### src/rtl/rsa_job_sequencer.sv
// rtl/rsa_job_sequencer.sv - drives the RSA control core through inversion and mod-exp phases per job
// Caches the last inverted key so repeat p/q jobs go straight to mod-exp.
module rsa_job_sequencer #(
  parameter int WIDTH          = 128,
  parameter int TIMEOUT_CYCLES = 65535,
  parameter int CNT_W          = 17
) (
  input  logic                 clk,
  input  logic                 reset_n,
  input  logic                 req_valid,
  output logic                 req_ready,
  input  logic [WIDTH-1:0]     req_p,
  input  logic [WIDTH-1:0]     req_q,
  input  logic                 req_encrypt_decrypt,
  input  logic [2*WIDTH-1:0]   req_msg,
  output logic [WIDTH-1:0]     core_p,
  output logic [WIDTH-1:0]     core_q,
  output logic                 core_encrypt_decrypt,
  output logic [2*WIDTH-1:0]   core_msg_in,
  output logic                 core_reset_inverter,
  output logic                 core_reset_mod_exp,
  input  logic                 core_inverter_finish,
  input  logic                 core_mod_exp_finish,
  input  logic [2*WIDTH-1:0]   core_msg_out,
  output logic                 resp_valid,
  input  logic                 resp_ready,
  output logic [2*WIDTH-1:0]   resp_data,
  output logic                 resp_error,
  output logic                 busy
);

  typedef enum logic [2:0] {
    S_IDLE, S_INV_PULSE, S_INV_GUARD, S_INV_WAIT,
    S_EXP_PULSE, S_EXP_GUARD, S_EXP_WAIT, S_DONE
  } state_e;

  localparam logic [CNT_W-1:0] CNT_LAST = CNT_W'(TIMEOUT_CYCLES - 1);
  localparam logic [CNT_W-1:0] CNT_MAX  = '1;

  state_e               state_q, state_d;
  logic [CNT_W-1:0]     cnt_q, cnt_d;
  logic                 key_valid_q, key_valid_d;
  logic [WIDTH-1:0]     last_p_q, last_p_d, last_q_q, last_q_d;
  logic [WIDTH-1:0]     p_q, p_d, q_q, q_d;
  logic                 enc_q, enc_d;
  logic [2*WIDTH-1:0]   msg_q, msg_d, data_q, data_d;
  logic                 err_q, err_d;
  logic                 key_hit, timed_out;

  assign req_ready            = reset_n && (state_q == S_IDLE);
  assign busy                 = (state_q != S_IDLE);
  assign resp_valid           = (state_q == S_DONE);
  assign core_reset_inverter  = (state_q == S_INV_PULSE);
  assign core_reset_mod_exp   = (state_q == S_EXP_PULSE);
  assign core_p               = p_q;
  assign core_q               = q_q;
  assign core_encrypt_decrypt = enc_q;
  assign core_msg_in          = msg_q;
  assign resp_data            = data_q;
  assign resp_error           = err_q;

  assign key_hit   = key_valid_q && (req_p == last_p_q) && (req_q == last_q_q);
  assign timed_out = (cnt_q == CNT_LAST);

  always_comb begin
    state_d     = state_q;
    cnt_d       = cnt_q;
    key_valid_d = key_valid_q;
    last_p_d    = last_p_q;
    last_q_d    = last_q_q;
    p_d         = p_q;
    q_d         = q_q;
    enc_d       = enc_q;
    msg_d       = msg_q;
    data_d      = data_q;
    err_d       = err_q;
    case (state_q)
      S_IDLE: begin
        if (req_valid && req_ready) begin
          p_d   = req_p;
          q_d   = req_q;
          enc_d = req_encrypt_decrypt;
          msg_d = req_msg;
          if (key_hit) begin
            state_d = S_EXP_PULSE;
          end else begin
            key_valid_d = 1'b0;
            state_d     = S_INV_PULSE;
          end
        end
      end
      S_INV_PULSE: begin
        cnt_d   = '0;
        state_d = S_INV_GUARD;
      end
      // A finish flag left high by the previous job must not count here.
      S_INV_GUARD: state_d = S_INV_WAIT;
      S_INV_WAIT: begin
        if (cnt_q != CNT_MAX) cnt_d = cnt_q + CNT_W'(1);
        if (core_inverter_finish) begin
          last_p_d    = p_q;
          last_q_d    = q_q;
          key_valid_d = 1'b1;
          state_d     = S_EXP_PULSE;
        end else if (timed_out) begin
          data_d  = '0;
          err_d   = 1'b1;
          state_d = S_DONE;
        end
      end
      S_EXP_PULSE: begin
        cnt_d   = '0;
        state_d = S_EXP_GUARD;
      end
      S_EXP_GUARD: state_d = S_EXP_WAIT;
      S_EXP_WAIT: begin
        if (cnt_q != CNT_MAX) cnt_d = cnt_q + CNT_W'(1);
        if (core_mod_exp_finish) begin
          data_d  = core_msg_out;
          err_d   = 1'b0;
          state_d = S_DONE;
        end else if (timed_out) begin
          data_d  = '0;
          err_d   = 1'b1;
          state_d = S_DONE;
        end
      end
      S_DONE: begin
        if (resp_ready) state_d = S_IDLE;
      end
      default: state_d = S_IDLE;
    endcase
  end

  always_ff @(posedge clk or negedge reset_n) begin
    if (!reset_n) begin
      state_q     <= S_IDLE;
      cnt_q       <= '0;
      key_valid_q <= 1'b0;
      last_p_q    <= '0;
      last_q_q    <= '0;
      p_q         <= '0;
      q_q         <= '0;
      enc_q       <= 1'b0;
      msg_q       <= '0;
      data_q      <= '0;
      err_q       <= 1'b0;
    end else begin
      state_q     <= state_d;
      cnt_q       <= cnt_d;
      key_valid_q <= key_valid_d;
      last_p_q    <= last_p_d;
      last_q_q    <= last_q_d;
      p_q         <= p_d;
      q_q         <= q_d;
      enc_q       <= enc_d;
      msg_q       <= msg_d;
      data_q      <= data_d;
      err_q       <= err_d;
    end
  end

endmodule
### config.mk
export PLATFORM = sky130hd
export DESIGN_NAME = rsa_job_sequencer
export DESIGN_NICKNAME = d
export VERILOG_FILES = /design/src/rtl/rsa_job_sequencer.sv
export SDC_FILE = /design/constraint.sdc
export NUM_CORES = 2
export LEC_CHECK = 0
export CORE_AREA = 2 2 604 606
export CTS_CLUSTER_SIZE = 28
export DETAILED_ROUTE_END_ITERATION = 6
export DIE_AREA = 0 0 606 608
export PLACE_DENSITY_LB_ADDON = 0.1
export SETUP_SLACK_MARGIN = 0.15
export SLEW_MARGIN = 20
export SYNTH_ARGS = -nofsm -noshare
export SYNTH_HDL_FRONTEND = slang
export SYNTH_SLANG_ARGS = --single-unit
### constraint.sdc
create_clock -name clk -period 4 [get_ports clk]
set_input_delay 0.8 -clock clk [delete_from_list [all_inputs] [get_ports clk]]
set_output_delay 0.8 -clock clk [all_outputs]
set_load 0.01 [all_outputs]
Word level (Yosys, flattened, before mapping)
Index checks and enable logic that the tools add are counted.
{"block": "word_totals", "ff_bits": 1047, "inputBits": 775, "out_inout_bits": 775, "word_cells": 67}
{"block": "op_classes", "n_addsub": 1, "n_eq_ne": 17, "n_mux": 21, "n_reduce_logical": 17}
{"op": "$mux W256", "n": 3}
{"op": "$pmux W256 S2", "n": 1}
{"op": "$eq A128 B128 Y1", "n": 2}
{"op": "$pmux W17 S2", "n": 1}
{"op": "$pmux W3 S8", "n": 1}
{"op": "$mux W3", "n": 6}
{"op": "$add A17 B1 Y17 const B", "n": 1}
{"op": "$eq A17 B16 Y1 const B", "n": 1}
{"op": "$mux W17", "n": 1}
{"op": "$ne A17 B17 Y1 const B", "n": 1}
{"op": "$eq A3 B3 Y1 const B", "n": 4}
{"op": "$reduce_and A2 Y1", "n": 5}
{"op": "$eq A3 B2 Y1 const B", "n": 2}
{"op": "$mux W1", "n": 6}
{"op": "$ne A2 B1 Y1 const B", "n": 3}
{"op": "$ne A2 B2 Y1 const B", "n": 3}
{"op": "$reduce_bool A2 Y1", "n": 3}
{"op": "$logic_and A1 B1 Y1", "n": 4}
{"op": "$pmux W1 S2", "n": 2}
{"op": "$reduce_and A4 Y1", "n": 1}
{"op": "$reduce_or A2 Y1", "n": 2}
{"op": "$eq A3 B1 Y1 const B", "n": 1}
{"op": "$logic_not A3 Y1", "n": 1}
{"op": "$reduce_bool A3 Y1", "n": 1}

Depth between registers and ports, before layout
{"block": "depth", "word_depth": 6, "mapped_depth": 11, "ltp_nobuf": 11}

Least setup slack after synthesis
Ideal clock, no wire load.
{"block": "synth_path", "path_kind": "input to register", "from": "input port req_q[15]", "to": "register state_q[2]", "setup_ps": 76, "arrival_ps": 2633, "required_ps": 3924, "slack_ps": 1291, "cell_stages": 7, "path_buffers": 0, "path_cell_list": "nor2b_1 -> a2111o_1 -> a2111oi_2 -> nand4_1 -> or4_1 -> or3_1 -> o21ai_1"}
{"block": "synth_between", "elab_chain_len": 5}
{"item": "start, declared", "line_no": "13", "text": "input logic [WIDTH-1:0] req_q,"}
{"item": "$eq A128 B128 Y1", "line_no": "62", "text": "assign key_hit = key_valid_q && (req_p == last_p_q) && (req_q == last_q_q);"}
{"item": "$logic_and A1 B1 Y1", "line_no": "62"}
{"item": "$mux W3", "line_no": "84", "text": "if (key_hit) begin"}
{"item": "$mux W3", "line_no": "79", "text": "if (req_valid && req_ready) begin"}
{"item": "$pmux W3 S8", "line_no": "77", "text": "case (state_q)"}
{"item": "end signal, assigned", "line_no": "149", "text": "state_q <= state_d;"}
{"item": "end, declared", "line_no": "40", "text": "state_e state_q, state_d;"}
Every way passes these cells. The select of a mux whose other input is x is not followed.
A chain may end at the register's enable or synchronous reset.

Worst setup path in the final report
{"block": "layout_path", "from": "register state_q[2]", "to": "output port core_reset_inverter"}
{"block": "layout_between", "elab_chain_len": 1}
{"item": "$eq A3 B1 Y1", "line_no": "53", "text": "assign core_reset_inverter = (state_q == S_INV_PULSE);"}
{"item": "end, declared", "line_no": "20", "text": "output logic core_reset_inverter,"}
Every way passes these cells.

==> key figures <==
Outcome
  – Outcome: finished clean

Layout
  – Final core occ: 0.191
  – Ratio of cells with drive above 1 in the final layout: 0.190
  – Area grow syn2layout: 65.9%
  – # fillers: 39300
  – Final Net Count: 5293

GRT
  – First-pass GRT wire length: 395000 µm
  – Largest net degree at the start of global routing: 134
  – Gr usage total: 0.165
  – Grt ovf: 0
  – Initial antenna violation count: 223
  – Vias in the first global route: 34200

Floorplan
  – Core box area: 362000 µm²
  – Rows: 221
  – Die X: about 600 µm
  – I/O Pins: 1550
  – Die height: 608 µm
  – Die Area: 368000 µm²
  – Starting density of the core: 0.115

Route
  – Drt total wl: between 300000 and 400000 µm
  – 1st-iter DRT viols: 1859
  – DRC: 0
  – Vias/cell: 3.45
  – Vias: 32900
  – Routed len/inst: 32.9 µm
  – TritonRoute pass-1 iters: 4
  – ANT nets after route: 0

Logic synthesis
  – Leading register cell type out of synthesis: dfrtp_1
  – Area fraction of the dominant cell type after synthesis: 0.628
  – Synth Warn #: 0
  – Cell taking the most area after synthesis: dfrtp_1
  – Number of synthesized flops with an enable pin: 0
  – Netlist cell types: 52
  – Yosys reg bits: 1047
  – Most area-consuming cells after synthesis: dfrtp_1, mux2_2, a22o_1
  – Syn Nets: 3638
  – Post-synth ARST share: 1.00
  – Syn Std Cell Area: 41700 µm²
  – Sequential fraction of the synthesis area: 0.628
  – Post-synthesis cell count: 2860
  – Avg Inst Size Synth: 14.6 µm²

Timing
  – RSZ-0062 raised after global routing: false
  – Hold Fails Final Rpt: 0
  – Peak Freq: 274 MHz
  – Final setup violation count: 0
  – Hold WS: between 400 and 500 ps
  – Slew HR: 0.366
  – Final slew viol count: 0
  – Setup TNS: 0 ps
  – Least-Margin Pin Slew: 951 ps
  – Fin Clk Skew: ~67 ps
  – Crit path time final: around 3600 ps
  – Tcrit/Tclk final: 0.911

Worst setup path
  – Worst Setup End Kind: output pin
  – Req. time, crit path: about 3200 ps
  – Startpoint types: flip-flop
  – Worst path bufs/invs: 1
  – Worst path slowest cell: clkdlybuf4s50_1
  – Critical-path cell list: nand2b_1 > nor2_1 > clkdlybuf4s50_1
  – Delay-heaviest family, CP: buffers and inverters
  – WP data arrival: approximately 2800 ps
  – Crit path max fanout: 12
  – CP max stage delay: 840 ps
  – Critical path class: reg -> out

Worst hold path
  – Worst min-delay path class: in -> async

Clock network
  – Clk_lat worst skew: 850 ps
  – Sink Count: about 1000
  – Inserted Clock Buffers: 158
  – Post-CTS Setup Bufs: 0
  – Longest Clk Path Bufs: 4
  – Root Buffer: clkbuf_16
  – TritonCTS clock tree: built
  – CTS H-tree lvls: 4
  – Reg clk slew, reported paths: ~60 ps

Placed design
  – Final Wtd Congestion: ~0.87
  – IO buf count: 1549
  – Post-DP HPWL: 259000 µm

Power
  – Pwr Total: 55.4 mW
  – VDD IR max: 0.000291 V
  – PwrDens: ~800 nW/µm²
  – Lkg Pwr: 29.0 nW

Flow run
  – Max_cap viols: 0
-- state kept, by name (all words and copies together) (netlist names) --
register / flops
cnt_q: 17
resp_error: 1
last_p_q: 128
core_p: 128
core_msg_in: 256
last_q_q: 128
resp_data: 256
core_q: 128
state_q: 3
core_encrypt_decrypt: 1
key_valid_q: 1
-- per-stage QoR --
step	area [µm²]	setup slack, ps	std cells
floorplan	41700	1290	2860
global placement	63900	-557	9148
detailed placement	63900	-528	9148
CTS	68900	161	9424
global route	69100	177	9502
finish	69200	356	9529
-- report_power, final --
group	total, mW	internal, mW	switching (mW)
clock	14.1	8.33	5.75
sequential	19.5	15.3	4.13
combinational	21.9	11.3	10.6
-- placed cells by master (no fill, tap or decap), types with 3 or more instances in the layout --
cell type / netlist / final
xnor2_1: 88 / 88
ha_1: 3 / 3
xor2_1: 55 / 55
mux2_2: 544 / 544
clkbuf_8: 0 / 40
inv_1: 70 / 70
o21ai_0: 7 / 7
o2bb2ai_1: 3 / 3
mux2_1: 193 / 193
o21ai_1: 34 / 33
o22ai_1: 19 / 19
nor2_1: 24 / 23
nand2_1: 50 / 50
a2111oi_0: 4 / 4
buf_4: 0 / 57
o2111ai_1: 19 / 19
nor4_2: 0 / 3
dfrtp_1: 1047 / 1046
a221oi_1: 3 / 3
buf_12: 0 / 38
bufinv_16: 0 / 3
a2111o_1: 23 / 23
clkbuf_1: 125 / 48
a22o_1: 258 / 258
inv_6: 0 / 6
nor2b_1: 78 / 78
clkbuf_16: 0 / 161
o221ai_1: 3 / 3
nor4_1: 34 / 31
nand4_1: 34 / 34
a21oi_1: 5 / 5
nand2b_1: 63 / 63
clkinvlp_4: 0 / 3
a31oi_1: 3 / 3
nand3_1: 12 / 10
clkinv_2: 0 / 10
diode_2: 0 / 105
clkdlybuf4s50_1: 0 / 1546
nor3_1: 4 / 4
-- cell families (layout without fill, tap and decap cells) --
logic type,after synthesis,after routing,share of synthesized area
DFF,1047,1047,0.628
muxes,737,737,0.199
AOI/OAI and AO/OA,392,392,0.0787
and+or+nand+nor,317,317,0.0432
buffers and inverters,221,1991,0.0201
xor gates and xnor gates,143,143,0.0300
adders and majority gates,3,3,0.000900
other,0,105,0
-- repair_timing --
item / CTS / global route
gates cloned: 0 / 0
hold buffers: 1 / 0
endpoints found under the setup margin: 1 / 1
resized for setup: 1 / 1
pin swaps: 0 / 0
endpoints found under the hold margin: 18 / 0
-- path summary, 6_finish.rpt --
kind	start	slack [ps]	endpoint	cells past startpoint
max	state_q[2]$_DFFE_PN0P_	360	core_reset_inverter	3
min	reset_n	480	core_msg_in[141]$_DFFE_PN0P_	2
max reg2reg	last_p_q[121]$_DFFE_PN0P_	970	state_q[2]$_DFFE_PN0P_	8
min reg2reg	core_msg_in[129]$_DFFE_PN0P_	480	core_msg_in[129]$_DFFE_PN0P_	1
max in group asynchronous	reset_n	1890	last_p_q[82]$_DFFE_PN0P_	4
min in group clk	core_msg_in[129]$_DFFE_PN0P_	480	core_msg_in[129]$_DFFE_PN0P_	1
-- layout make-up --
class,count,area (µm²),share of cell area
flip-flops and latches,1047,26200,0.379
repair buffers,1644,16700,0.241
multi-input cells,1592,14700,0.213
well taps,4794,6000,0.0867
clock buffers,249,4760,0.0688
clock inverters,26,277,0.00400
inverters,72,270,0.00391
diodes,105,263,0.00380
-- per-layer routing --
layer,GRT usage,vias up,part of all wire
met2,0.313,1387,0.53
met3,0.0582,610,0.082
li1,-,13800,-
met4,0.0664,92,0.048
met5,0,-,0.0018
met1,0.161,16900,0.33
-- synth_stat cells, types with 2 or more instances --
cell and count:
a22o_1 258, inv_1 70, mux2_2 544, and2_1 2, a2111oi_0 4, mux2_1 193, a21oi_1 5, clkbuf_1 125
nor2_1 24, clkinv_1 2, nor4_1 34, or2_1 2, xor2_1 55, a221oi_1 3, nand2_1 50, a2111o_1 23
buf_1 23, dfrtp_1 1047, o21ai_0 7, nand4b_1 2, xnor2_1 88, o2bb2ai_1 3, nor2b_1 78, ha_1 3
o2111ai_1 19, a31oi_1 3, or3_1 2, nor3_1 4, a21boi_0 2, o221ai_1 3, and3_1 2, and2b_2 2
a21o_1 2, nand4_1 34, nand2b_1 63, o22ai_1 19, o21ai_1 34, nand3_1 12
Note: power is estimated with default switching activity, not from simulation.
